[src/rtl/multicycle_alu.sv]
// multicycle_alu
//   Sequential ALU with single-cycle logic/arithmetic/shift operations and
//   iterative (one bit per cycle) unsigned multiply and restoring divide.
//   Results and the {V,C,N,Z} flag register are registered; out_valid pulses
//   for one cycle whenever a new result is presented.
//
// Ports
//   clk          single clock, all state on rising edge
//   rst_n        synchronous active-low reset
//   in_valid     operation request
//   in_ready     request accepted this cycle (block is idle)
//   alu_op       opcode
//   op1, op2     operands (op2 also the shift count)
//   carry_sel    00 ALU carry, 01 force 1, 10 force 0, 11 hold previous C
//   flag_en      update the flag register with this operation
//   flag_regsel  0 ALU flags, 1 load pop_flags
//   pop_flags    flags restored from stack, {V,C,N,Z}
//   out_valid    one-cycle pulse, result/result_hi/flags valid
//   result       low result / quotient
//   result_hi    MUL high half / DIV remainder, else 0
//   flags        registered flags {V,C,N,Z}
//   busy         multi-cycle operation in progress
module multicycle_alu #(
    parameter int WIDTH = 16,
    parameter int SHW   = $clog2(WIDTH)
) (
    input  logic             clk,
    input  logic             rst_n,
    input  logic             in_valid,
    output logic             in_ready,
    input  logic [3:0]       alu_op,
    input  logic [WIDTH-1:0] op1,
    input  logic [WIDTH-1:0] op2,
    input  logic [1:0]       carry_sel,
    input  logic             flag_en,
    input  logic             flag_regsel,
    input  logic [3:0]       pop_flags,
    output logic             out_valid,
    output logic [WIDTH-1:0] result,
    output logic [WIDTH-1:0] result_hi,
    output logic [3:0]       flags,
    output logic             busy
);

    localparam int CW = $clog2(WIDTH + 1);
    localparam logic [WIDTH-1:0] W_VAL = WIDTH'(WIDTH);

    typedef enum logic [1:0] {IDLE, MUL, DIV, DONE} state_t;

    state_t           state, state_next;
    logic [CW-1:0]    cnt;
    logic [WIDTH-1:0] work_hi, work_lo, op_m;
    logic             cap_flag_en, cap_regsel;
    logic [1:0]       cap_csel;
    logic [3:0]       cap_pop;

    logic accept, mul_start, div_start, multi_start, iterating, last_iter, load_result;

    assign in_ready    = (state == IDLE);
    assign busy        = (state != IDLE);
    assign accept      = in_valid && in_ready;
    assign mul_start   = accept && (alu_op == 4'b1001);
    assign div_start   = accept && (alu_op == 4'b1010) && (op2 != '0);
    assign multi_start = mul_start || div_start;
    assign iterating   = (state == MUL) || (state == DIV);
    assign last_iter   = (cnt == CW'(WIDTH - 1));
    assign load_result = (accept && !multi_start) || (iterating && last_iter);

    always_comb begin
        state_next = state;
        case (state)
            IDLE: begin
                if (mul_start)      state_next = MUL;
                else if (div_start) state_next = DIV;
            end
            MUL, DIV: if (last_iter) state_next = DONE;
            DONE:     state_next = IDLE;
            default:  state_next = IDLE;
        endcase
    end

    // Single-cycle datapath. Shift carries come from widening the operand by
    // one bit so the last bit shifted out lands in the extra position.
    logic [WIDTH-1:0] alu_res, alu_hi;
    logic             alu_c, alu_v;
    logic [WIDTH:0]   ext;
    logic [SHW:0]     shamt;

    assign shamt = op2[SHW:0];

    always_comb begin
        alu_res = '0;
        alu_hi  = '0;
        alu_c   = 1'b0;
        alu_v   = 1'b0;
        ext     = '0;
        case (alu_op)
            4'b0000: alu_res = ~op1;
            4'b0001: begin
                ext     = {1'b0, op1} + {{WIDTH{1'b0}}, 1'b1};
                alu_res = ext[WIDTH-1:0];
                alu_c   = ext[WIDTH];
                alu_v   = !op1[WIDTH-1] && alu_res[WIDTH-1];
            end
            4'b0010: begin
                ext     = {1'b0, op1} - {{WIDTH{1'b0}}, 1'b1};
                alu_res = ext[WIDTH-1:0];
                alu_c   = ext[WIDTH];
                alu_v   = op1[WIDTH-1] && !alu_res[WIDTH-1];
            end
            4'b0011: begin
                ext     = {1'b0, op1} + {1'b0, op2};
                alu_res = ext[WIDTH-1:0];
                alu_c   = ext[WIDTH];
                alu_v   = (op1[WIDTH-1] == op2[WIDTH-1]) && (alu_res[WIDTH-1] != op1[WIDTH-1]);
            end
            4'b0100: begin
                ext     = {1'b0, op1} - {1'b0, op2};
                alu_res = ext[WIDTH-1:0];
                alu_c   = ext[WIDTH];
                alu_v   = (op1[WIDTH-1] != op2[WIDTH-1]) && (alu_res[WIDTH-1] != op1[WIDTH-1]);
            end
            4'b0101: alu_res = op1 & op2;
            4'b0110: alu_res = op1 | op2;
            4'b0111: begin
                if (op2 == '0) begin
                    alu_res = op1;
                end else if (op2 <= W_VAL) begin
                    ext     = {1'b0, op1} << shamt;
                    alu_res = ext[WIDTH-1:0];
                    alu_c   = ext[WIDTH];
                end
            end
            4'b1000: begin
                if (op2 == '0) begin
                    alu_res = op1;
                end else if (op2 <= W_VAL) begin
                    ext     = {op1, 1'b0} >> shamt;
                    alu_res = ext[WIDTH:1];
                    alu_c   = ext[0];
                end
            end
            4'b1001: alu_res = '0;
            // Only reaches the result register when dividing by zero.
            4'b1010: begin
                alu_res = '1;
                alu_hi  = op1;
                alu_v   = 1'b1;
            end
            4'b1011: alu_res = op1 ^ op2;
            default: alu_res = op2;
        endcase
    end

    // One iteration of shift-add multiply (multiplier in work_lo, product
    // shifts right into it) or restoring divide (dividend shifts left out of
    // work_lo, quotient bits shift in; work_hi holds the partial remainder).
    logic [WIDTH:0]   mul_sum, div_shift, div_diff;
    logic [WIDTH-1:0] iter_hi, iter_lo;
    logic             div_ok;

    always_comb begin
        mul_sum   = {1'b0, work_hi} + (work_lo[0] ? {1'b0, op_m} : '0);
        div_shift = {work_hi, work_lo[WIDTH-1]};
        div_diff  = div_shift - {1'b0, op_m};
        div_ok    = !div_diff[WIDTH];
        if (state == MUL) begin
            iter_hi = mul_sum[WIDTH:1];
            iter_lo = {mul_sum[0], work_lo[WIDTH-1:1]};
        end else begin
            iter_hi = div_ok ? div_diff[WIDTH-1:0] : div_shift[WIDTH-1:0];
            iter_lo = {work_lo[WIDTH-2:0], div_ok};
        end
    end

    // Selects what gets registered: live inputs for single-cycle operations,
    // captured controls and the final iteration for MUL/DIV.
    logic [WIDTH-1:0] fin_res, fin_hi;
    logic             fin_c, fin_v, fin_fe, fin_rs, sel_c;
    logic [1:0]       fin_cs;
    logic [3:0]       fin_pop, flags_next;

    always_comb begin
        if (iterating) begin
            fin_res = iter_lo;
            fin_hi  = iter_hi;
            fin_c   = 1'b0;
            fin_v   = (state == MUL) && (iter_hi != '0);
            fin_fe  = cap_flag_en;
            fin_rs  = cap_regsel;
            fin_cs  = cap_csel;
            fin_pop = cap_pop;
        end else begin
            fin_res = alu_res;
            fin_hi  = alu_hi;
            fin_c   = alu_c;
            fin_v   = alu_v;
            fin_fe  = flag_en;
            fin_rs  = flag_regsel;
            fin_cs  = carry_sel;
            fin_pop = pop_flags;
        end
        case (fin_cs)
            2'b00:   sel_c = fin_c;
            2'b01:   sel_c = 1'b1;
            2'b10:   sel_c = 1'b0;
            default: sel_c = flags[2];
        endcase
        flags_next = fin_rs ? fin_pop : {fin_v, sel_c, fin_res[WIDTH-1], (fin_res == '0)};
    end

    always_ff @(posedge clk) begin
        if (!rst_n) begin
            state       <= IDLE;
            cnt         <= '0;
            work_hi     <= '0;
            work_lo     <= '0;
            op_m        <= '0;
            cap_flag_en <= 1'b0;
            cap_regsel  <= 1'b0;
            cap_csel    <= 2'b00;
            cap_pop     <= 4'h0;
            out_valid   <= 1'b0;
            result      <= '0;
            result_hi   <= '0;
            flags       <= 4'h0;
        end else begin
            state     <= state_next;
            out_valid <= load_result;
            if (load_result) begin
                result    <= fin_res;
                result_hi <= fin_hi;
                if (fin_fe) flags <= flags_next;
            end
            if (multi_start) begin
                cnt         <= '0;
                work_hi     <= '0;
                work_lo     <= mul_start ? op2 : op1;
                op_m        <= mul_start ? op1 : op2;
                cap_flag_en <= flag_en;
                cap_regsel  <= flag_regsel;
                cap_csel    <= carry_sel;
                cap_pop     <= pop_flags;
            end else if (iterating) begin
                work_hi <= iter_hi;
                work_lo <= iter_lo;
                cnt     <= last_iter ? '0 : cnt + CW'(1);
            end
        end
    end

endmodule

[config.mk]
export PLATFORM = sky130hd
export DESIGN_NAME = multicycle_alu
export DESIGN_NICKNAME = d
export VERILOG_FILES = /design/src/rtl/multicycle_alu.sv
export SDC_FILE = /design/constraint.sdc
export NUM_CORES = 1
export LEC_CHECK = 0
export CELL_PAD_IN_SITES_DETAIL_PLACEMENT = 1
export CELL_PAD_IN_SITES_GLOBAL_PLACEMENT = 1
export CORE_AREA = 2 2 178 180
export DETAILED_ROUTE_END_ITERATION = 8
export DIE_AREA = 0 0 180 182
export PLACE_DENSITY_LB_ADDON = 0.1
export SYNTH_ARGS = -nofsm -noshare
export SYNTH_HDL_FRONTEND = slang
export SYNTH_SLANG_ARGS = --single-unit
[constraint.sdc]
create_clock -name clk -period 3.83 [get_ports clk]
set_clock_uncertainty 0.2 [all_clocks]
set_input_delay 0.5745 -clock clk [delete_from_list [all_inputs] [get_ports clk]]
set_output_delay 0.5745 -clock clk [all_outputs]
set_load 0.02 [all_outputs]
==> results.py <==
metrics = {
    "cts": {
        "clk_pin_slew_ns": 0.07,
        "clkSinkCount": 100,
        "root_buffer": "clkbuf_16",
        "clock_latency_ns": 0.37,
        "cts_max_level": 3,
        "cts_tree": "done",
        "cts_buffers": 9,
        "clock_path_buffers": 2,
    },
    "global_route": {
        "grt_max_degree": 67,
        "grt_usage": 0.410,
        "overflow": 0,
        "grt_pass1_vias": 16895,
        "grt_pass1_wl_um": 103000,
        "antenna_found_initial": 0,
    },
    "route": {
        "drt_iter0_drc": 1435,
        "dr.pass1.iters": 5,
        "wl_per_cell_um": 27.3,
        "ant_nets": 0,
        "totalWireLength_um": 69800,
        "vias_per_cell": 6.47,
        "drcViolationCount": 0,
        "vias": 16512,
    },
    "placed_design": {
        "gp_congestion": 1.03,
        "port_buffers": 85,
        "dp_hpwl_um": 54000,
        "dp_slack_ns": -0.819,
    },
    "cells_and_area": {
        "drive_above_1_share": 0.320,
        "fin_nets": 2291,
        "antenna_cells": 0,
        "syn_to_final_growth_pct": 45.5,
    },
    "critical_path": {
        "rr_startpoint": "op_m[0]",
        "r2r_slack_ns": -0.21,
        "arrival_ns": 4.10,
        "reg2reg_to": "flags[3]",
        "end_kind": "flip-flop",
        "rr_worst_depth": 16,
        "cp_max_fo": 5,
        "crit_path_start_kind": "flip-flop",
        "required_ns": 3.89,
        "crit_type": "flip-flop to flip-flop",
    },
    "floorplanning": {
        "pin_count": 86,
        "die_y_um": 182,
        "die_area_um2": 32800,
        "fp.dieW_um": 180,
        "rows": 65,
        "core_um2": 31000,
        "initial_core_util": 0.403,
    },
    "logic_synthesis": {
        "synth_cell_types": 91,
        "synthCells": 1691,
        "synth_flop_cell": "dfxtp_1",
        "synth_edf_count": 0,
        "synth_area_um2": 12500,
        "synthArstFlopShare": 0,
        "yosysWarnings": 0,
        "synth_nets": 1836,
        "postSynthAreaPerCell_um2": 7.38,
        "yosysSeqAreaShare": 0.160,
        "synth_seq_cells": 100,
    },
    "pwr": {
        "p_leak_uw": 0.00787,
        "vdd_drop_max_v": 0.000313,
        "power.density_nw_per_um2": 534,
    },
    "outcome": {
        "outcome": "finished with violations",
        "violations": "negative setup slack",
    },
    "timing": {
        "min_period_ns": 4.04,
        "setup_viol": 1,
        "hold_viol_final": 0,
        "rsz0062_at_grt": "true",
        "hold_slack_ns": 0.271,
        "worst_slack_ns": -0.210,
        "max_freq_mhz": 248,
        "fin_crit_sh": 1.05,
        "slew_violations": 0,
        "tightest_slew_ns": 1.13,
        "slew_headroom": 0.236,
    },
    "worst_hold_path": {
        "min_to": "cap_csel[1]",
        "hold_path_class": "flip-flop to flip-flop",
        "worstHoldPathCells": 2,
        "hp-start": "cap_csel[1]",
    },
    "job": {
        "max_cap_viol_count": 0,
    },
}
==> cell families after synthesis <==
| kind of cell | after synthesis | synth area share |
|---|---|---|
| xor+xnor | 42 | 0.0295 |
| flops | 100 | 0.160 |
| mux | 93 | 0.104 |
| buf+inv | 222 | 0.0687 |
| fa+ha+maj | 98 | 0.101 |
| simple gates | 579 | 0.228 |
| compound gates | 557 | 0.309 |
==> state kept, by name (all words and copies together), names as in the netlist, 2 cells and up <==
register / flops
cap_pop: 4
flags: 4
cnt: 5
state: 2
work_hi: 16
result: 16
result_hi: 16
op_m: 16
cap_csel: 2
work_lo: 16
==> per-layer routing <==
metal / global-route usage / wire, um / vias up
met1: 0.500 / 27500 / 8165
met5: 0 / 0 / -
met4: 0.226 / 4640 / 0
met2: 0.708 / 32900 / 871
met3: 0.0431 / 4780 / 270
li1: - / - / 7206
==> worst max-delay path, cell delays in order (launching register included) <==
cell,delay [ns]
dfxtp_2,0.33
buf_4,0.12
ha_4,0.14
inv_1,0.06
fa_2,0.35
a211o_1,0.32
a21oi_2,0.21
a211o_4,0.20
buf_4,0.11
a21o_4,0.12
nand3_4,0.15
and3_1,0.26
a2111oi_2,0.38
buf_4,0.17
nand4_1,0.09
or4_4,0.47
a32o_1,0.24
==> power by group <==
| group | switching, uW | internal, uW |
|---|---|---|
| logic | 3910 | 3310 |
| clock network | 454 | 546 |
| registers | 202 | 1270 |
==> final cells by class <==
cell class / count / area (um^2)
clock buffer: 11 / 253
clock inverter: 5 / 57.6
fill: 3789 / 12800
inverter: 89 / 338
multi-input combinational: 1369 / 10300
sequential: 100 / 2000
tap: 402 / 503
timing repair buffer: 577 / 4750
==> cell usage in the layout, fill, tap and decap left out, types with 30 or more instances in the layout <==
cell type,instances
buf_4,467
nand2_1,183
nor2_1,122
a21oi_1,108
dfxtp_1,98
o21ai_0,97
ha_1,82
inv_1,75
clkdlybuf4s50_1,66
o211ai_1,54
mux2i_1,48
nor3_1,44
nand3_1,37
xnor2_1,35
and2_1,30
==> timing repair <==
item,CTS,global route
pin swaps,33,30
setup endpoints to repair,10,11
resized for setup,86,69
hold buffers,0,0
setup buffers,8,15
==> how the worst max path moves through the flow <==
stage | from | to | cells past startpoint
finish | op_m[0] | flags[3] | 16
floorplan | op2[2] | flags[0] | 14
detailed placement | op1[5] | flags[0] | 14
global placement | op1[4] | flags[0] | 16
global route | op_m[0] | flags[3] | 16
CTS | op_m[0] | flags[3] | 15
==> metrics by stage <==
step,TNS [ns],cells,util,power [uW],cell area (um^2)
CTS,-0.109,2538,0.572,9200,17700
floorplan,0,1691,-,4620,12500
global route,-0.326,2553,0.586,10100,18200
finish,-0.210,2553,0.586,9690,18200
detailed placement,-7.35,2514,0.550,7690,17000
global placement,-6.42,2514,0.550,7490,17000
==> cell usage after synthesis, drive strengths merged, types with 9 or more instances <==
library cell / number / share of area
inv: 83 / 0.025
a211oi: 22 / 0.014
nand2b: 14 / 0.0070
a221oi: 15 / 0.011
nor2b: 16 / 0.0080
a21oi: 115 / 0.047
o31ai: 12 / 0.0072
mux2: 14 / 0.013
nor3: 45 / 0.018
mux2i: 51 / 0.041
a311oi: 9 / 0.0063
or2: 10 / 0.0050
a21boi: 11 / 0.0066
clkbuf: 111 / 0.033
a211o: 10 / 0.0077
o211ai: 54 / 0.032
o21a: 22 / 0.013
mux4: 28 / 0.051
and2: 33 / 0.017
a21o: 22 / 0.014
and3: 27 / 0.014
buf: 22 / 0.0085
dfxtp: 100 / 0.16
o211a: 22 / 0.018
ha: 94 / 0.094
nand2: 186 / 0.056
nor2: 126 / 0.038
a31oi: 19 / 0.0095
o2111ai: 16 / 0.011
a2111oi: 11 / 0.0078
o21ai: 112 / 0.046
nand3: 41 / 0.017
nand4: 18 / 0.0095
o221ai: 9 / 0.0063
xnor2: 35 / 0.025
a22oi: 9 / 0.0054
nor4: 22 / 0.012
Note: power is estimated with default switching activity, not from simulation.
